## src/rtl/dmem_bridge.sv

```systemverilog
// dmem_bridge: connects the MEM stage of the pipeline to a simple request/ack data bus.
// Aligned loads and stores are registered onto the bus, and the pipeline is stalled
// until the bus acknowledges or the timeout expires. Misaligned accesses are rejected
// without starting a bus transaction.
module dmem_bridge #(
  parameter int TIMEOUT = 16
) (
  input  logic        clk,
  input  logic        reset,
  input  logic        memreqM,
  input  logic        memwriteM,
  input  logic [31:0] aluoutM,
  input  logic [31:0] writedataM,
  input  logic [1:0]  whbM,
  input  logic        lunsignedM,
  output logic [31:0] readdataM,
  output logic        stallM,
  output logic        misalignM,
  output logic        busfault,
  output logic        bus_req,
  output logic        bus_we,
  output logic [31:0] bus_addr,
  output logic [3:0]  bus_be,
  output logic [31:0] bus_wdata,
  input  logic [31:0] bus_rdata,
  input  logic        bus_ack
);

  typedef enum logic [1:0] {IDLE, WAIT, DONE} state_t;

  // Normalised access size; whbM=11 decodes as a word.
  localparam logic [1:0] SZ_WORD = 2'd0;
  localparam logic [1:0] SZ_HALF = 2'd1;
  localparam logic [1:0] SZ_BYTE = 2'd2;

  // Final WAIT cycle index before the timeout fires (unused when TIMEOUT is 0).
  localparam logic [31:0] TO_LAST = (TIMEOUT == 0) ? 32'd0 : 32'(TIMEOUT - 1);

  state_t      state;
  logic [1:0]  lane;
  logic [1:0]  size;
  logic        lunsigned_q;
  logic [31:0] count;

  logic [1:0]  size_next;
  logic        misaligned;
  logic [3:0]  be_next;
  logic [31:0] wdata_next;
  logic [31:0] load_fmt;
  logic        accept;
  logic        expired;

  // Decode the MEM-stage request: size, alignment, lane enables and replicated store data.
  always_comb begin
    size_next  = SZ_WORD;
    misaligned = 1'b0;
    be_next    = 4'b1111;
    wdata_next = writedataM;
    if (whbM == 2'b10) begin
      size_next  = SZ_BYTE;
      be_next    = 4'b0001 << aluoutM[1:0];
      wdata_next = {4{writedataM[7:0]}};
    end else if (whbM == 2'b01) begin
      size_next  = SZ_HALF;
      misaligned = aluoutM[0];
      be_next    = aluoutM[1] ? 4'b1100 : 4'b0011;
      wdata_next = {2{writedataM[15:0]}};
    end else begin
      misaligned = (aluoutM[1:0] != 2'b00);
    end
  end

  // Extract the addressed lane from the returned word and extend it to 32 bits.
  always_comb begin
    load_fmt = bus_rdata;
    case (size)
      SZ_BYTE: load_fmt = {{24{~lunsigned_q & bus_rdata[8*lane+7]}}, bus_rdata[8*lane +: 8]};
      SZ_HALF: begin
        if (lane[1])
          load_fmt = {{16{~lunsigned_q & bus_rdata[31]}}, bus_rdata[31:16]};
        else
          load_fmt = {{16{~lunsigned_q & bus_rdata[15]}}, bus_rdata[15:0]};
      end
      default: load_fmt = bus_rdata;
    endcase
  end

  assign accept  = (state == IDLE) && memreqM && !misaligned;
  assign expired = (TIMEOUT != 0) && (count == TO_LAST);
  assign stallM  = accept || (state == WAIT);

  // Transaction FSM: launches the bus access, waits for ack or timeout, then releases the stall.
  always_ff @(posedge clk or negedge reset) begin
    if (!reset) begin
      state       <= IDLE;
      lane        <= 2'b00;
      size        <= SZ_WORD;
      lunsigned_q <= 1'b0;
      count       <= 32'd0;
      readdataM   <= 32'd0;
      misalignM   <= 1'b0;
      busfault    <= 1'b0;
      bus_req     <= 1'b0;
      bus_we      <= 1'b0;
      bus_addr    <= 32'd0;
      bus_be      <= 4'b0000;
      bus_wdata   <= 32'd0;
    end else begin
      misalignM <= 1'b0;
      busfault  <= 1'b0;
      case (state)
        IDLE: begin
          if (memreqM) begin
            if (misaligned) begin
              misalignM <= 1'b1;
              readdataM <= 32'd0;
            end else begin
              lane        <= aluoutM[1:0];
              size        <= size_next;
              lunsigned_q <= lunsignedM;
              bus_we      <= memwriteM;
              bus_addr    <= {aluoutM[31:2], 2'b00};
              bus_be      <= be_next;
              bus_wdata   <= wdata_next;
              bus_req     <= 1'b1;
              count       <= 32'd0;
              state       <= WAIT;
            end
          end
        end
        WAIT: begin
          // An ack in the expiry cycle takes priority over the timeout.
          if (bus_ack) begin
            bus_req <= 1'b0;
            if (!bus_we)
              readdataM <= load_fmt;
            state <= DONE;
          end else if (expired) begin
            bus_req   <= 1'b0;
            busfault  <= 1'b1;
            readdataM <= 32'd0;
            state     <= DONE;
          end else begin
            count <= count + 32'd1;
          end
        end
        DONE: state <= IDLE;
        default: state <= IDLE;
      endcase
    end
  end

endmodule

```

## config.mk

```make
export PLATFORM = sky130hd
export DESIGN_NAME = dmem_bridge
export DESIGN_NICKNAME = d
export VERILOG_FILES = /design/src/rtl/dmem_bridge.sv
export SDC_FILE = /design/constraint.sdc
export NUM_CORES = 1
export LEC_CHECK = 0
export CAP_MARGIN = 20
export CORE_AREA = 5 5 133 135
export DETAILED_ROUTE_END_ITERATION = 6
export DIE_AREA = 0 0 138 140
export PLACE_DENSITY = 0.76
export SETUP_SLACK_MARGIN = 0.5
export SLEW_MARGIN = 20
export SYNTH_ARGS = -nofsm -noshare
export SYNTH_HDL_FRONTEND = slang
export SYNTH_SLANG_ARGS = --single-unit
```

## constraint.sdc

```tcl
create_clock -name clk -period 1.81 [get_ports clk]
set_input_delay 0.2715 -clock clk [delete_from_list [all_inputs] [get_ports clk]]
set_output_delay 0.2715 -clock clk [all_outputs]
set_load 0.02 [all_outputs]
```

# Word level (Yosys, flattened, before mapping)
# Cells that the tools add are included.
dict set report op_classes {
  mux 40
  n_eq_ne 13
  shifts 2
  n_addsub 2
  bitwise_logic 5
  n_reduce_logical 12
  n_lt_le_gt_ge 1
}
# op count
set op_table {}
lappend op_table {{32-bit 2-to-1 mux} 12}
lappend op_table {{32-bit case mux with 2 select lines} 3}
lappend op_table {{32-bit by 1-bit adder with 32-bit output, second input constant} 1}
lappend op_table {{32-bit by 4-bit equality test with 1-bit output, second input constant} 1}
lappend op_table {{32-bit by 6-bit variable part select with 8-bit output} 1}
lappend op_table {{1-bit 2-to-1 mux} 14}
lappend op_table {{4-bit 2-to-1 mux} 3}
lappend op_table {{2-bit 2-to-1 mux} 5}
lappend op_table {{2-bit != test, second input constant} 5}
lappend op_table {{5-bit AND reduction} 2}
lappend op_table {{5-bit by 3-bit adder with 6-bit output, second input constant} 1}
lappend op_table {{2-bit by 1-bit equality test with 1-bit output, second input constant} 3}
lappend op_table {{6-bit less-than comparator, second input constant} 1}
lappend op_table {{3-bit != test, second input constant} 2}
lappend op_table {{3-bit AND reduction} 2}
lappend op_table {{1-bit binary-select mux with 5-bit select} 1}
lappend op_table {{2-bit equality test, second input constant} 2}
lappend op_table {{2-bit case mux with 2 select lines} 1}
lappend op_table {{4-bit AND reduction} 1}
lappend op_table {{2-bit nonzero test} 2}
lappend op_table {{1-bit by 2-bit left shift with 4-bit output, first input constant} 1}
lappend op_table {{1-bit AND} 3}
lappend op_table {{1-bit logical AND} 2}
lappend op_table {{2-bit logical NOT} 1}
lappend op_table {{other kinds (4)} 5}
dict set report totals {
  reg_bits 141
  wordCells 88
  inputBits 104
  output_inout_bits 105
}

# Depth between registers and ports, before layout
dict set report depth {
  depth_word 8
  depth_mapped 8
  mapped_depth_nobuf 7
}

# Least setup slack after synthesis
# No wires, ideal clock.
dict set report synth_path {
  kind {register to register}
  from {register count[0]}
  to {register readdataM[0]}
  synth_period_minus_slack_ps 1949
  path_stages_with_launch 9
  arrival_ps 1819
  setup_slack_ps -139
  setup_ps 130
  t_required_ps 1680
  path_buffers 2
  cell_sequence {dfrtp_1 ha_1 and3_1 and4_1 a21oi_1 or3_1 clkbuf_1 buf_2 o2bb2ai_1}
}
dict set report synth_via {
  elab_chain_len 3
}
# element line
set synth_rtl {}
lappend synth_rtl {{start: declaration} 43} ;# logic [31:0] count;
lappend synth_rtl {{start signal: assignment} 144} ;# count <= count + 32'd1;
lappend synth_rtl {{32-bit by 4-bit equality test with 1-bit output} 89} ;# assign expired = (TIMEOUT != 0) && (count == TO_LAST);
lappend synth_rtl {{3-bit != test (no source line)} n/a}
lappend synth_rtl {{5-bit AND reduction (no source line)} n/a}
lappend synth_rtl {{end signal: assignment} 136} ;# readdataM <= load_fmt;
lappend synth_rtl {{end: declaration} 16} ;# output logic [31:0] readdataM,
# No other way between the ends.
# A chain may end at the register's enable or synchronous reset.

# Worst setup path in the final report
dict set report layout_path {
  from {register state[0]}
  to {register count[21]}
}
dict set report layout_via {
  elab_chain_len 3
  elab_cells_between_ends 9
}
# element line
set layout_rtl {}
lappend layout_rtl {{start: declaration} 39} ;# state_t state;
lappend layout_rtl {{start signal: assignment} 95} ;# state <= IDLE;
lappend layout_rtl {{start signal: assignment} 127} ;# state <= WAIT;
lappend layout_rtl {{start signal: assignment} 137} ;# state <= DONE;
lappend layout_rtl {{2-bit by 1-bit equality test with 1-bit output or 2-bit logical NOT (tied branches)} 111} ;# case (state)
lappend layout_rtl {{2-bit != test (no source line) or 2-bit nonzero test (tied branches)} n/a}
lappend layout_rtl {{5-bit AND reduction (no source line)} n/a}
# Parallel ways exist; a longest one is shown, timed or not.

==> impl_results.html <==
<table>
<tr><th>Metric</th><th>Value</th></tr>
<tr><th colspan="2">Outcome</th></tr>
<tr><td>Run status</td><td>finished, violations left</td></tr>
<tr><td>Failing checks</td><td>negative setup slack</td></tr>
<tr><th colspan="2">Critical path</th></tr>
<tr><td>Reg-to-Reg Start</td><td>state[0]$_DFFE_PN0P_</td></tr>
<tr><td>Launch point of the worst path</td><td>state[0]$_DFFE_PN0P_</td></tr>
<tr><td>Data arrival time of the critical path</td><td>2.62 ns</td></tr>
<tr><td>Type of destination of the critical path</td><td>flip-flop</td></tr>
<tr><td>Startpoint class of the critical path</td><td>flip-flop</td></tr>
<tr><td>Setup CP Type</td><td>reg -&gt; reg</td></tr>
<tr><td>Required time worst endpoint</td><td>2.14 ns</td></tr>
<tr><td>Max Fanout on Critical Path</td><td>5</td></tr>
<tr><th colspan="2">Placed design</th></tr>
<tr><td>Placer congestion estimate</td><td>0.8862</td></tr>
<tr><td>Post-Place Setup Slack</td><td>-0.7222 ns</td></tr>
<tr><td>Cell count after placement</td><td>1215</td></tr>
<tr><td>Number of port buffers</td><td>206</td></tr>
<tr><td>Estimated wirelength of the detail-placed design</td><td>15680 um</td></tr>
<tr><th colspan="2">Flow run</th></tr>
<tr><td>Max-cap check violation count</td><td>0</td></tr>
<tr><th colspan="2">STA</th></tr>
<tr><td>RSZ-0062 raised after global routing</td><td>yes</td></tr>
<tr><td>Max frequency</td><td>0.4365 GHz</td></tr>
<tr><td>Setup slack of the critical path after layout</td><td>-0.4809 ns</td></tr>
<tr><td>Final hold violation count</td><td>0</td></tr>
<tr><td>Share of the clock period used by the worst path after layout</td><td>126.6%</td></tr>
<tr><td>Worst-case clock skew</td><td>0.01336 ns</td></tr>
<tr><td>Transition time of the tightest slew-check pin</td><td>0.5179 ns</td></tr>
<tr><td>Final min period</td><td>2.291 ns</td></tr>
<tr><td>Max-slew violation count</td><td>0</td></tr>
<tr><td>Rel. slew slack</td><td>65.43%</td></tr>
<tr><td>Final setup violation count</td><td>136</td></tr>
<tr><th colspan="2">Power</th></tr>
<tr><td>Pwr per Cell Area</td><td>1165 mW/mm2</td></tr>
<tr><td>Pleak</td><td>6.135 nW</td></tr>
<tr><td>IR drop worst, VDD</td><td>0.8537 mV</td></tr>
<tr><td>Total power draw</td><td>15.06 mW</td></tr>
<tr><th colspan="2">Clock network</th></tr>
<tr><td>Clock tree buffer depth</td><td>2</td></tr>
<tr><td>CTS buffer count</td><td>17</td></tr>
<tr><td>Clock tree from TritonCTS</td><td>done</td></tr>
<tr><td>Clock insertion delay at the later pin of the skew report</td><td>0.44 ns</td></tr>
<tr><td>Sinks on Clock Net</td><td>141</td></tr>
<tr><td>Clock transition at path regs</td><td>0.07 ns</td></tr>
<tr><td>Max H-tree Level</td><td>4</td></tr>
<tr><td>Root Buffer Master</td><td>sky130_fd_sc_hd__clkbuf_16</td></tr>
<tr><th colspan="2">Yosys</th></tr>
<tr><td>Number of synthesized flops with an enable pin</td><td>0</td></tr>
<tr><td>Share of flip-flops with an asynchronous set or reset after synthesis</td><td>100.0%</td></tr>
<tr><td>Count of unique library cells instantiated by Yosys</td><td>53</td></tr>
<tr><td>Top_reg_cell synth</td><td>sky130_fd_sc_hd__dfrtp_1</td></tr>
<tr><td>Synthesized area divided by synthesized cell count</td><td>9.261 um2</td></tr>
<tr><td>Cell area after synthesis</td><td>0.006899 mm2</td></tr>
<tr><td>Flop and latch count out of synthesis</td><td>141</td></tr>
<tr><td>Portion of the post-synthesis area used by sequential elements</td><td>51.14%</td></tr>
<tr><td>Synthesized instance count</td><td>745</td></tr>
<tr><td>Number of synthesis warnings</td><td>0</td></tr>
<tr><th colspan="2">GRT</th></tr>
<tr><td>First-pass GRT wire length</td><td>43860 um</td></tr>
<tr><td>Total congestion overflow after global routing</td><td>0</td></tr>
<tr><td>Antenna violations before repair</td><td>0</td></tr>
<tr><td>Largest net degree at the start of global routing</td><td>42</td></tr>
<tr><td>Via count of the first global-routing pass</td><td>7830</td></tr>
<tr><td>Total GRT Usage</td><td>28.44%</td></tr>
<tr><th colspan="2">Layout</th></tr>
<tr><td>Post-layout nets</td><td>1227</td></tr>
<tr><td>Layout overhead on the synthesized area</td><td>87.39%</td></tr>
<tr><td>Leading cell types in the layout, fill and taps excluded</td><td>sky130_fd_sc_hd__buf_4 (139), sky130_fd_sc_hd__dfrtp_1 (138), sky130_fd_sc_hd__clkdlybuf4s50_1 (98)</td></tr>
<tr><td>Count of non-filler cells in the finished layout</td><td>1353</td></tr>
<tr><td>Antenna diodes</td><td>0</td></tr>
<tr><td>Most common library cell in the layout ignoring fill and taps</td><td>sky130_fd_sc_hd__buf_4</td></tr>
<tr><td>Layout cells sized above 1</td><td>50.66%</td></tr>
<tr><th colspan="2">Die</th></tr>
<tr><td>Height of the chip</td><td>140 um</td></tr>
<tr><td>Initial standard-cell utilization of the core</td><td>42.20%</td></tr>
<tr><td>Placement row count</td><td>47</td></tr>
<tr><td>Core region area</td><td>0.01635 mm2</td></tr>
<tr><td>I/O Pins</td><td>209</td></tr>
<tr><td>Total Die Area</td><td>0.01932 mm2</td></tr>
<tr><td>Die X-Extent</td><td>138 um</td></tr>
<tr><th colspan="2">Drt</th></tr>
<tr><td>Vias</td><td>8590</td></tr>
<tr><td>Post-route ant nets</td><td>0</td></tr>
<tr><td>Drt wl/cell</td><td>26.52 um</td></tr>
<tr><td>Via density</td><td>6.349</td></tr>
<tr><td>Drt pass-1 iters</td><td>6</td></tr>
<tr><td>Drt total wl</td><td>35890 um</td></tr>
<tr><td>Drc violations</td><td>0</td></tr>
<tr><td>Number of DRC markers in iteration 0</td><td>959</td></tr>
<tr><th colspan="2">Worst hold path</th></tr>
<tr><td>Worst min-delay path category</td><td>in -&gt; async</td></tr>
</table>
[flip-flops by register name, indices dropped and copies added (netlist names)]
signal,flops
bus_we,1
size,2
readdataM,32
bus_wdata,32
busfault,1
bus_req,1
count,32
state,2
lane,2
lunsigned_q,1
bus_be,4
misalignM,1
bus_addr,30
[routing by layer]
layer	wire length [um]	global-route usage, %	vias to the layer above
li1	-	-	3403
met1	12080	33.72	4129
met2	17210	48.51	769
met3	3464	7.192	289
met4	3132	13.62	0
met5	0	0	-
[metrics by stage]
step           instance area, um2  util [%]  TNS (ns)  hold WS (ns)
6_report                    12930     79.08    -34.09        0.3225
4_1_cts                     11890     72.74    -7.896        0.3274
3_3_place_gp                 9990     61.11    -67.89        0.2108
3_5_place_dp                 9990     61.11    -76.87        0.2138
2_1_floorplan                7123         -    -1.635      -0.02409
5_1_grt                     12930     79.08    -39.65        0.3547
[synth_stat cells (3+ instances only)]
master / number / share of area [%]
sky130_fd_sc_hd__a21o_1: 9 / 0.98
sky130_fd_sc_hd__a21oi_1: 42 / 3.0
sky130_fd_sc_hd__a221oi_1: 7 / 0.89
sky130_fd_sc_hd__a22o_1: 8 / 1.0
sky130_fd_sc_hd__a22oi_1: 7 / 0.76
sky130_fd_sc_hd__a31oi_1: 9 / 0.82
sky130_fd_sc_hd__and2_1: 5 / 0.45
sky130_fd_sc_hd__and3_1: 10 / 0.91
sky130_fd_sc_hd__and4_1: 5 / 0.63
sky130_fd_sc_hd__buf_1: 7 / 0.38
sky130_fd_sc_hd__buf_2: 12 / 0.87
sky130_fd_sc_hd__buf_4: 5 / 0.54
sky130_fd_sc_hd__clkbuf_1: 28 / 1.5
sky130_fd_sc_hd__dfrtp_1: 141 / 51
sky130_fd_sc_hd__ha_1: 3 / 0.54
sky130_fd_sc_hd__inv_1: 15 / 0.82
sky130_fd_sc_hd__mux2_2: 9 / 1.5
sky130_fd_sc_hd__mux2i_1: 18 / 2.6
sky130_fd_sc_hd__nand2_1: 198 / 11
sky130_fd_sc_hd__nand2b_1: 5 / 0.45
sky130_fd_sc_hd__nand3_1: 4 / 0.29
sky130_fd_sc_hd__nand4_1: 3 / 0.27
sky130_fd_sc_hd__nor2_1: 29 / 1.6
sky130_fd_sc_hd__nor2b_1: 3 / 0.27
sky130_fd_sc_hd__nor3_1: 3 / 0.22
sky130_fd_sc_hd__nor4_1: 9 / 0.82
sky130_fd_sc_hd__o2111ai_1: 11 / 1.4
sky130_fd_sc_hd__o211ai_1: 8 / 0.87
sky130_fd_sc_hd__o21ai_0: 54 / 3.9
sky130_fd_sc_hd__o2bb2ai_1: 24 / 3.0
sky130_fd_sc_hd__o31ai_1: 3 / 0.33
sky130_fd_sc_hd__or3_1: 15 / 1.4
sky130_fd_sc_hd__or4_1: 4 / 0.44
sky130_fd_sc_hd__xor2_1: 8 / 1.0
[where the power goes]
part	switching [mW]	internal (mW)
Sequential	0.709	3.93
Clock	1.56	2.19
Combinational	3.72	2.94
Total	5.99	9.06
[worst paths after layout]
check | end | slack, ns | depth (start not counted)
setup / recovery | count[21]$_DFFE_PN0P_ | -0.48 | 10
hold / removal | bus_wdata[25]$_DFFE_PN0P_ | 0.32 | 2
setup reg to reg | count[21]$_DFFE_PN0P_ | -0.48 | 10
hold reg to reg | readdataM[12]$_DFFE_PN0P_ | 0.48 | 1
max in group asynchronous | count[7]$_DFFE_PN0P_ | 0.83 | 3
min in group clk | bus_addr[26]$_DFFE_PN0P_ | 0.38 | 3
[kinds of logic after synthesis]
family | after synthesis | synth area share, %
muxes | 28 | 4.407
other | 1 | 0.05435
DFF | 141 | 51.14
and+or+nand+nor | 298 | 19.39
adders and majority gates | 3 | 0.5441
AOI/OAI and AO/OA | 195 | 18.84
buffers and inverters | 69 | 4.353
xor gates and xnor gates | 10 | 1.270
[critical path: stages, from the launching register on]
cell and delay [ns]:
sky130_fd_sc_hd__dfrtp_1 0.45, sky130_fd_sc_hd__nor3b_4 0.29, sky130_fd_sc_hd__buf_4 0.17, sky130_fd_sc_hd__buf_6 0.10, sky130_fd_sc_hd__buf_6 0.09, sky130_fd_sc_hd__o31a_4 0.22, sky130_fd_sc_hd__buf_6 0.12, sky130_fd_sc_hd__buf_6 0.12
sky130_fd_sc_hd__o2111ai_4 0.18, sky130_fd_sc_hd__xor2_2 0.19, sky130_fd_sc_hd__nor2_1 0.24
[what timing repair did]
| item | in CTS | in global routing |
|---|---|---|
| hold buffers | 1 | 0 |
| pin swaps | 108 | 61 |
| buffers inserted | 39 | 44 |
| setup endpoints to repair | 244 | 219 |
| gates cloned | 17 | 5 |
| gates resized for setup | 356 | 371 |
| endpoints found under the hold margin | 37 | 0 |
[layout make-up]
cell class	instances	area (um2)
multi-input combinational	537	4413
sequential	141	3532
timing repair buffer	407	4036
tap	220	275.3
clock buffer	17	425.4
clock inverter	15	186.4
fill	807	3420
inverter	16	60.06
No activity file was read; power rests on OpenSTA's default activity.
